<file path="src/rtl/idp_seq_pkg.sv">
// idp_seq_pkg: micro-op layout, sequencer state encodings and ALU opcodes
// shared by the idp_sequencer slice.
package idp_seq_pkg;

   localparam int UOP_W = 16;

   // Field order mirrors the micro-op word: [15]s_sel [14:12]w_adr [11:9]s_adr [8:6]r_adr [5:2]alu_op [1]w_en [0]last
   typedef struct packed {
      logic       s_sel;
      logic [2:0] w_adr;
      logic [2:0] s_adr;
      logic [2:0] r_adr;
      logic [3:0] alu_op;
      logic       w_en;
      logic       last;
   } uop_t;

   localparam logic [2:0] ST_IDLE  = 3'd0;
   localparam logic [2:0] ST_FETCH = 3'd1;
   localparam logic [2:0] ST_ISSUE = 3'd2;
   localparam logic [2:0] ST_WAIT  = 3'd3;
   localparam logic [2:0] ST_DONE  = 3'd4;

   localparam logic [3:0] ALU_ADD  = 4'h0;
   localparam logic [3:0] ALU_SUB  = 4'h1;
   localparam logic [3:0] ALU_AND  = 4'h2;
   localparam logic [3:0] ALU_OR   = 4'h3;
   localparam logic [3:0] ALU_XOR  = 4'h4;
   localparam logic [3:0] ALU_PASS = 4'h5;
   localparam logic [3:0] ALU_INC  = 4'h6;
   localparam logic [3:0] ALU_DEC  = 4'h7;

endpackage

</file>
<file path="src/rtl/idp_prog_ram.sv">
// idp_prog_ram: DEPTH x 16 micro-program store, one write port and one
// registered read port; contents are deliberately not reset.
module idp_prog_ram
   import idp_seq_pkg::*;
#(
   parameter int DEPTH = 16,
   parameter int AW    = 4
) (
   input  logic             clk_i,
   input  logic             we_i,
   input  logic [AW-1:0]    waddr_i,
   input  logic [UOP_W-1:0] wdata_i,
   input  logic [AW-1:0]    raddr_i,
   output logic [UOP_W-1:0] rdata_o
);

   logic [UOP_W-1:0] mem_q [DEPTH];

   always_ff @(posedge clk_i) begin
      if (we_i) mem_q[waddr_i] <= wdata_i;
      rdata_o <= mem_q[raddr_i];
   end

endmodule

</file>
<file path="src/rtl/idp_sequencer.sv">
// idp_sequencer: micro-sequencer stepping the integer data path, 3 cycles per op.
// Define IDP_SEQ_SINGLE_STEP_EN to add step_req_i, which gates each WAIT -> next op advance.
module idp_sequencer
   import idp_seq_pkg::*;
#(
   parameter int PROG_DEPTH = 16,
   parameter int PC_W       = 4
) (
   input  logic             clk_i,
   input  logic             rst_ni,
   input  logic             start_i,
   input  logic             abort_i,
`ifdef IDP_SEQ_SINGLE_STEP_EN
   input  logic             step_req_i,
`endif
   input  logic             prog_we_i,
   input  logic [PC_W-1:0]  prog_addr_i,
   input  logic [UOP_W-1:0] prog_data_i,
   input  logic             flag_c_i,
   input  logic             flag_n_i,
   input  logic             flag_z_i,
   output logic             idp_step_o,
   output logic             w_en_o,
   output logic [2:0]       w_adr_o,
   output logic [2:0]       s_adr_o,
   output logic [2:0]       r_adr_o,
   output logic             s_sel_o,
   output logic [3:0]       alu_op_o,
   output logic             busy_o,
   output logic             done_o,
   output logic             overrun_o,
   output logic [2:0]       flags_q_o
);

   localparam logic [PC_W-1:0] PC_LAST = PC_W'(PROG_DEPTH - 1);

   logic [2:0]       state_q, state_d;
   logic [PC_W-1:0]  pc_q, pc_d;
   uop_t             fld_q, fld_d;
   logic             step_q, step_d;
   logic             ovr_q, ovr_d;
   logic [2:0]       flags_q, flags_d;
   logic [UOP_W-1:0] rd_data;
   logic             advance;

   idp_prog_ram #(.DEPTH(PROG_DEPTH), .AW(PC_W)) u_ram (
      .clk_i   (clk_i),
      .we_i    (prog_we_i && state_q == ST_IDLE),
      .waddr_i (prog_addr_i),
      .wdata_i (prog_data_i),
      .raddr_i (pc_q),
      .rdata_o (rd_data)
   );

`ifdef IDP_SEQ_SINGLE_STEP_EN
   assign advance = step_req_i || fld_q.last;
`else
   assign advance = 1'b1;
`endif

   // Fields latch at the end of ISSUE, so the step strobe and its fields appear together one cycle later.
   always_comb begin
      state_d = state_q;
      pc_d    = pc_q;
      fld_d   = fld_q;
      step_d  = 1'b0;
      ovr_d   = ovr_q;
      flags_d = flags_q;
      case (state_q)
         ST_IDLE: begin
            state_d = start_i ? ST_FETCH : ST_IDLE;
            ovr_d   = start_i ? 1'b0 : ovr_q;
         end
         ST_FETCH: state_d = ST_ISSUE;
         ST_ISSUE: begin
            fld_d   = uop_t'(rd_data);
            step_d  = 1'b1;
            state_d = ST_WAIT;
         end
         ST_WAIT: begin
            flags_d = {flag_c_i, flag_n_i, flag_z_i};
            if (advance) begin
               if (fld_q.last || pc_q == PC_LAST) begin
                  state_d = ST_DONE;
                  ovr_d   = ovr_q | ~fld_q.last;
               end else begin
                  pc_d    = pc_q + PC_W'(1);
                  state_d = ST_FETCH;
               end
            end
         end
         ST_DONE: begin
            pc_d    = '0;
            state_d = ST_IDLE;
         end
         default: state_d = ST_IDLE;
      endcase
      if (abort_i) begin
         state_d = ST_IDLE;
         pc_d    = '0;
         fld_d   = fld_q;
         step_d  = 1'b0;
         ovr_d   = ovr_q;
         flags_d = flags_q;
      end
   end

   always_ff @(posedge clk_i or negedge rst_ni) begin
      if (!rst_ni) begin
         state_q <= ST_IDLE;
         pc_q    <= '0;
         fld_q   <= '0;
         step_q  <= 1'b0;
         ovr_q   <= 1'b0;
         flags_q <= '0;
      end else begin
         state_q <= state_d;
         pc_q    <= pc_d;
         fld_q   <= fld_d;
         step_q  <= step_d;
         ovr_q   <= ovr_d;
         flags_q <= flags_d;
      end
   end

   assign idp_step_o = step_q;
   assign w_en_o     = step_q & fld_q.w_en;
   assign w_adr_o    = fld_q.w_adr;
   assign s_adr_o    = fld_q.s_adr;
   assign r_adr_o    = fld_q.r_adr;
   assign s_sel_o    = fld_q.s_sel;
   assign alu_op_o   = fld_q.alu_op;
   assign busy_o     = state_q != ST_IDLE;
   assign done_o     = state_q == ST_DONE;
   assign overrun_o  = ovr_q;
   assign flags_q_o  = flags_q;

endmodule

</file>
<file path="config.mk">
export PLATFORM = sky130hd
export DESIGN_NAME = idp_sequencer
export DESIGN_NICKNAME = d
export VERILOG_FILES = /design/src/rtl/idp_seq_pkg.sv /design/src/rtl/idp_prog_ram.sv /design/src/rtl/idp_sequencer.sv
export SDC_FILE = /design/constraint.sdc
export NUM_CORES = 1
export LEC_CHECK = 0
export ABC_AREA = 1
export BUFFER_PORTS_ARGS = -buffer_cell sky130_fd_sc_hd__clkbuf_2
export CAP_MARGIN = 30
export CORE_UTILIZATION = 45
export DETAILED_ROUTE_END_ITERATION = 16
export SYNTH_ARGS = -nofsm -noshare
export SYNTH_HDL_FRONTEND = slang
export SYNTH_SLANG_ARGS = --single-unit
</file>
<file path="constraint.sdc">
create_clock -name clk_i -period 4.3 [get_ports clk_i]
set_input_delay 0.215 -clock clk_i [delete_from_list [all_inputs] [get_ports clk_i]]
set_output_delay 0.215 -clock clk_i [all_outputs]
set_load 0.01 [all_outputs]
</file>
* Word-level counts from Yosys, hierarchy flattened
Memory sizes are Yosys's and may differ from the RTL's. A register that Yosys moved wholly into a read port is not among the register bits.
Index checks and enable logic that the tools add are counted.
** Word-level totals
- Bits in writable memories :: 256
- Memories kept :: 1
- Bits in read-only memories :: 0
- Bits of input ports :: 28
- Latch bits :: 0
- Output and inout port bits :: 22
- Register bits after elaboration :: 28
** Memories
- u_ram.mem_q :: depth 16, bits a word 16, rd ports 1, clocked after Yosys merged registers in 1, write ports 1, line idp_prog_ram.sv:17 : logic [UOP_W-1:0] mem_q [DEPTH];
** Cells by class
- Add/subtract/negate cells :: 1
- Multiplexer cells :: 14
- Equality and inequality tests :: 8
- Bitwise gates (word level) :: 4
- Multipliers :: 0
- Order comparisons :: 0
- Shift operators :: 0
- Div/mod/pow operators :: 0
- Reductions and logical operators :: 10
** Operator list (number)
- $pmux 3 s4 :: 1
- $mux 4 :: 2
- $pmux 4 s2 :: 1
- $mux 1 :: 7
- $eq 3x2->1 const B :: 2
- $mux 3 :: 2
- $reduce_and 2->1 :: 3
- $reduce_bool 3->1 :: 2
- $add 4x1->4 const B :: 1
- $eq 4x4->1 const B :: 1
- $ne 2x2->1 const B :: 2
- $reduce_and 4->1 :: 1
- $eq 3x1->1 const B :: 1
- $eq 3x3->1 const B :: 1
- $logic_not 3->1 :: 1
- $ne 3x3->1 const B :: 1
- $not 1->1 :: 2
- $pmux 1 s2 :: 1
- $reduce_bool 2->1 :: 1
- $and 1x1->1 :: 1
- $logic_and 1x1->1 :: 1
- $logic_or 1x1->1 :: 1
- $or 1x1->1 :: 1

* Logic depth before layout (Yosys ltp)
Gate-level depths: netlist of the first run.
- Word-level depth :: 5
- Mapped depth :: 10
- Mapped depth without buffers :: 8

* Cells and area by module
Synthesis of the first run repeated with hierarchy kept, for this count alone.
** Unflattened totals
- Cells, all modules :: 1239
- Area, all modules :: 12734.7 um^2
** Modules (own cells, without submodules)
- idp_prog_ram :: sequential area each 8007.7 um^2, instances 1, area an instance 11380.9 um^2, cells an instance 1074
- idp_sequencer :: sequential area each 700.7 um^2, instances 1, area an instance 1353.8 um^2, cells an instance 165

* Worst setup path before layout of the first run
Ideal clock, no wire load.
- Path type :: reg-to-reg
- From :: register state_q[0]
- To :: memory u_ram.mem_q[0][0] (enable)
- Setup slack :: 2149 ps
- Period minus slack after synthesis :: 2151 ps
- Data arrival time :: 1762 ps
- Setup time :: 388 ps
- Cell stages (with the launch flop) :: 6
- Data required time :: 3912 ps
- Cell sequence :: dfrtp_1 -> nor2_1 -> nand2_1 -> nor2_1 -> nand3_1 -> nor2_1
** Between the ends
- Cells in the longest elaborated chain, start to end :: 4
** RTL lines
- start: declaration :: line idp_sequencer.sv:37 : logic [2:0] state_q, state_d;
- start signal: assignment :: line idp_sequencer.sv:117 : state_q <= state_d;
- $logic_not 3->1 :: line idp_sequencer.sv:48 : .we_i (prog_we_i && state_q == ST_IDLE),
- $logic_and 1x1->1 :: line idp_sequencer.sv:48
- $mux 1 :: line idp_prog_ram.sv:20 : if (we_i) mem_q[waddr_i] <= wdata_i;
- $mux 1 (implied by the code) :: line idp_prog_ram.sv:20
- end: declaration :: line idp_prog_ram.sv:17
Every way passes these cells.

* Final worst setup path of the first run
- From :: register state_q[0]
- To :: memory u_ram.mem_q[13][7] (enable)
Same word-level chain as after synthesis.

==> metrics.txt, run 1 <==
CTS Buf Count 35; Setup CP Type reg -> reg; vias per inst approximately 5; EDFF count, synth 256; Overflow after GRT 0; Global Route Usage Sum between 20% and 30%; setup bufs post-CTS 0; #FFs+latches synth 300; CTS clk-pin slew, worst paths around 0.060 ns; Syn Std Cell Area approximately 13000 um^2; synthesis-to-layout area growth 12.4%; sequential share of the synthesized area slightly below 70%; layout cell share with drive strength beyond 1 between 10% and 20%; DPL Wire Length 18200 um; die width approximately 170 um; post-DR wirelength/cell roughly 18 um; # diodes 0; Clock Latency Late Sink around 0.52 ns; largest net degree at the start of global routing approximately 80; Yosys warnings 0; asr flop ratio synth roughly a tenth; DR vias 8334; Sink Count 300; vias in the first global route about 7800; num ports 50; Synth cell types 22; Initial Util a little under half; CP peak stage delay ~0.83 ns; run status complete, no violations; nature of the critical path endpoint flop; slew at the pin with the worst max-slew slack just under 1 ns; Pre-antenna DRT Iters 5; Die Area slightly below 30000 um^2; IO buf count slightly below 50; unrepaired setup endpoints after global routing no; row count 61; Max Clk Rate 0.369 GHz; crit path time final approximately 2.7 ns; Hold Vio Cnt, Final 0; Max Root-Sink Buffers 3; number of max-cap violations 0; VDD IR max between 0.0003 and 0.0004 V; CP Data Required Time 4.42 ns; CTS tree built; FF+latch area slightly below 9000 um^2; global-route wire length before repair 46200 um; Setup WS post-layout 1.59 ns; cells along the critical path nor2_1 -> nand2_1 -> nor2_1 -> nand3_1 -> nor2_2; Final GP Congestion ~0.81; CP Launch Type flop; htree depth 2; hold_ws 0.0290 ns; Antenna Nets Post-Route 0; Max stage delay cell, worst path nor2_2; # nets final between 1000 and 1500; Worst Path Max Fanout 16; Final period util between 60% and 70%; Die Y-Extent 170 um; Slew Limit Fails 0; Synthesized Nets roughly 1300; cell count after synthesis around 1200; PwrDens ~460 nW/um^2; data arrival time of the worst path 2.83 ns; Main synth FF type edfxtp_1; # DRC 0; CTS root buf clkbuf_16; setup TNS 0 ns; Starting DRT DRC Count slightly below 700; final core utilization between 50 and 60%; WL final between 30000 and 40000 um; Pleak about 6.2 nW; HP Class in -> reg; area taken by multi-input logic gates roughly 2800 um^2; total power between 6 and 7 mW; Slew Limit Headroom between 30% and 40%; FILL cells roughly 2500; final-report setup violation count 0; critical path's most frequent cell nor2_1; core area about 28000 um^2; Setup Skew 0.0268 ns; dpl ws between 1.5 and 2 ns; antenna violations before repair 0; Mapped Avg Cell Area 10.2 um^2
## cell usage after synthesis, types with 4 or more instances
| library cell | n | area share [%] |
|---|---|---|
| nand3_1 | 208 | 8.2 |
| o21ai_0 | 5 | 0.20 |
| clkbuf_1 | 7 | 0.21 |
| buf_6 | 7 | 0.62 |
| buf_2 | 25 | 0.98 |
| edfxtp_1 | 256 | 60 |
| buf_4 | 23 | 1.4 |
| inv_2 | 4 | 0.12 |
| buf_1 | 6 | 0.18 |
| inv_1 | 209 | 6.2 |
| dfxtp_1 | 16 | 2.5 |
| nand2_1 | 414 | 12 |
| dfrtp_1 | 28 | 5.5 |
| nor2_1 | 28 | 0.83 |
## state kept, by name, summed over array words and instances (netlist names)
register       flops
s_adr_o            3
fld_q              2
alu_op_o           4
u_ram.rdata_o     16
flags_q_o          3
idp_step_o         1
w_adr_o            3
r_adr_o            3
u_ram.mem_q      256
pc_q               4
state_q            3
s_sel_o            1
overrun_o          1
## layout by cell type (no fill, tap or decap), types with 2 or more instances in the layout
cell type / n
nor2_2: 17
clkbuf_16: 37
nor2_1: 12
clkinv_1: 4
edfxtp_1: 256
nand3_1: 208
inv_2: 3
dfxtp_1: 16
nand2_1: 414
clkbuf_2: 49
inv_1: 209
o21ai_0: 5
buf_4: 7
dfrtp_1: 26
clkinv_2: 6
bufinv_16: 2
dlygate4sd3_1: 5
clkbuf_1: 8
## worst paths after layout
path,from,cells after the start,endpoint,slack [ns]
setup reg to reg,state_q[0],5,u_ram.mem_q[13][7],1.59
hold reg to reg,u_ram.rdata_o[6],2,r_adr_o[0],0.43
hold / removal,start_i,3,state_q[0],0.03
max in group asynchronous,rst_ni,2,pc_q[0],3.49
min in group asynchronous,rst_ni,2,flags_q_o[2],0.30
setup / recovery,state_q[0],5,u_ram.mem_q[13][7],1.59
## cell families after synthesis
family	Yosys count	share of synthesized area, %
compound gates	6	0.236
fa+ha+maj	1	0.0984
buf+inv	282	9.66
flops	300	68.5
simple gates	655	21.5
## metal layers
layer  GRT usage [%]  share of wire (%)
met5               0                  0
met4            7.95                3.0
met3            4.70                7.4
met2            35.3                 47
met1            29.0                 42
## power breakdown
part	total, mW	internal [mW]	switching, mW
sequential	3.32	3.27	0.0529
combinational	0.439	0.135	0.304
clock	2.85	1.70	1.15
total	6.61	5.10	1.51
## repair_timing
item,in CTS,in global routing
gates resized for setup,0,0
hold buffers,5,0
endpoints found under the hold margin,33,0
## stage by stage
| step | instance area (um^2) | instances |
|---|---|---|
| 6_report | 14300 | 1676 |
| 5_1_grt | 14300 | 1676 |
| 4_1_cts | 14300 | 1676 |
| 3_5_place_dp | 13100 | 1611 |
| 3_3_place_gp | 13100 | 1610 |
| 2_1_floorplan | 12700 | 1244 |
## layout make-up
cell class,instances,area share (%)
Clock buffer,45,6.69
Sequential cell,300,61.0
Timing Repair Buffer,62,2.63
Multi-Input combinational cell,662,19.7
Tap cell,378,3.31
Clock inverter,15,1.02
Inverter,214,5.64
## critical path, delay by kind of cell (launching register included)
kind,cells,cell delay (ns)
and+or+nand+nor,5,1.92
DFF,1,0.40
(Power assumes the default switching activity.)
==> run 2: changes to the inputs <==
==> constraint.sdc (replaced) <==
create_clock -name clk_i -period 2.2 [get_ports clk_i]
set_input_delay 0.11 -clock clk_i [delete_from_list [all_inputs] [get_ports clk_i]]
set_output_delay 0.11 -clock clk_i [all_outputs]
set_load 0.01 [all_outputs]
==> metrics.txt, run 2 (synthesis gave the netlist of run 1 again) <==
Final period util between 90% and 100%; nature of the critical path endpoint flop; unrepaired setup endpoints after global routing no; CTS clk-pin slew, worst paths about 0.060 ns; capturing point of the worst reg2reg path state_q[0]; CTS root buf clkbuf_16; IO buf count 49; Slew Limit Fails 0; DPL Wire Length ~19000 um; Worst Path Max Fanout 52; CTS Buf Count 31; global-route wire length before repair 45900 um; row count 61; crit path time final 2.07 ns; FILL cells 2455; synthesis-to-layout area growth 14.7%; PwrDens between 800 and 900 nW/um^2; max reg flops 256; slew at the pin with the worst max-slew slack a little over 0.7 ns; WL final around 30000 um; Final GP Congestion 0.832; largest registers u_ram.mem_q (256), u_ram.rdata_o (16); area taken by multi-input logic gates about 2800 um^2; num ports 50; Max Root-Sink Buffers 3; # DRC 0; largest net degree at the start of global routing 105; Setup CP Type reg -> reg; number of max-cap violations 0; Starting DRT DRC Count about 1000; HP Class in -> reg; core area between 20000 and 30000 um^2; htree depth 1; hold depth 1; data arrival time of the worst path ~2.6 ns; Pre-antenna DRT Iters 5; Pleak 6.38 nW; setup bufs post-CTS 0; Max Clk Rate a little under 0.5 GHz; worst reg-to-reg setup slack about 0.13 ns; vias in the first global route about 7900; Hold Startpoint prog_data_i[13]; Critical Path Start pc_q[0]; Setup Skew about 0.015 ns; post-DR wirelength/cell roughly 18 um; Hold Crit Endpoint u_ram.mem_q[0][13]; Slew Limit Headroom about half; CP Data Required Time approximately 2.7 ns; Most flops, register u_ram.mem_q; VDD IR max 0.000522 V; Overflow after GRT 0; Global Route Usage Sum between 20% and 30%; Cell Area, Placed between 10000 and 15000 um^2; antenna violations before repair 0; reg2reg start pc_q[0]; # nets final 1334; Hold Vio Cnt, Final 0; CTS tree built; Die Y-Extent between 150 and 200 um; Worst Reg-to-Reg Cells 6; commonest non-fill, non-tap cells in the layout nand2_1, edfxtp_1, inv_1; final-report setup violation count 0; Clock Latency Late Sink around 0.56 ns; die width between 150 and 200 um; CP Launch Type flop; Antenna Nets Post-Route 0; Die Area just under 30000 um^2; layout cell share with drive strength beyond 1 a little under an eighth; most common cell after layout, fill and taps aside nand2_1; run status complete, no violations; DR vias 8420; Sink Count 300; Initial Util about 46%; setup TNS 0 ns; Final Instance Area 14600 um^2; FF+latch area slightly below 9000 um^2; total power between 10 and 15 mW; vias per inst around 4.9
-- run 2: changes by cell type in the layout (fill, tap and decap cells not counted), sizes merged --
| cell | before | now |
|---|---|---|
| inv | 215 | 216 |
| clkinv | 12 | 13 |
| buf | 8 | 38 |
| dlygate4sd3 | 5 | 8 |
| clkinvlp | 0 | 1 |
| diode | 0 | 1 |
| clkbuf | 94 | 90 |
-- run 2: worst max-delay path, stage by stage, from the launching register on --
cell	delay (ns)
dfrtp_4	0.54
buf_16	0.21
ha_1	0.25
nand3_1	0.11
nand3_1	0.15
a21oi_1	0.18
dlygate4sd3_1	0.55
-- run 2: metrics by stage --
step	instances	setup slack [ns]	hold WS (ns)	utilization, %
2_1_floorplan	1244	0.0492	-0.186	-
3_3_place_gp	1641	0.252	0.192	48.6
3_5_place_dp	1641	0.261	0.194	48.6
4_1_cts	1707	0.0259	0.0710	52.4
5_1_grt	1708	0.0284	0.0827	52.5
6_report	1709	0.135	0.0885	52.5
-- run 2: worst max-delay path by stage --
stage / endpoint / slack, ns / depth (start not counted)
after floorplan: u_ram.mem_q[0][0] / 0.05 / 5
after global routing: state_q[0] / 0.03 / 6
after global placement: u_ram.mem_q[10][10] / 0.25 / 7
after detailed placement: u_ram.mem_q[2][6] / 0.26 / 7
after CTS: state_q[0] / 0.03 / 6
final: state_q[0] / 0.13 / 6
-- run 2: per-layer routing --
| layer | wire length, um | global-route usage [%] |
|---|---|---|
| met1 | 14200 | 32.3 |
| met4 | 641 | 5.60 |
| met2 | 13300 | 32.3 |
| met5 | 0 | 0 |
| met3 | 1990 | 2.67 |
-- run 2: final cells by class --
cell class                      instances  area share (%)
Clock buffer                           40            5.62
Sequential cell                       300            59.8
Clock inverter                         18           0.987
Inverter                              214            5.53
Timing Repair Buffer                   96            5.53
Tap cell                              378            3.24
Multi-Input combinational cell        662            19.3
Antenna cell                            1          0.0172
-- run 2: report_power, final --
part | switching, mW | internal [mW] | total, mW
registers | 0.0908 | 6.39 | 6.48
clock network | 2.10 | 2.86 | 4.95
logic | 0.620 | 0.298 | 0.917
total | 2.81 | 9.54 | 12.3
-- run 2: what timing repair did --
| action | CTS | global route |
|---|---|---|
| hold buffers | 8 | 0 |
| hold endpoints to repair | 37 | 0 |
| resized for setup | 0 | 1 |
| endpoints found under the setup margin | 0 | 1 |
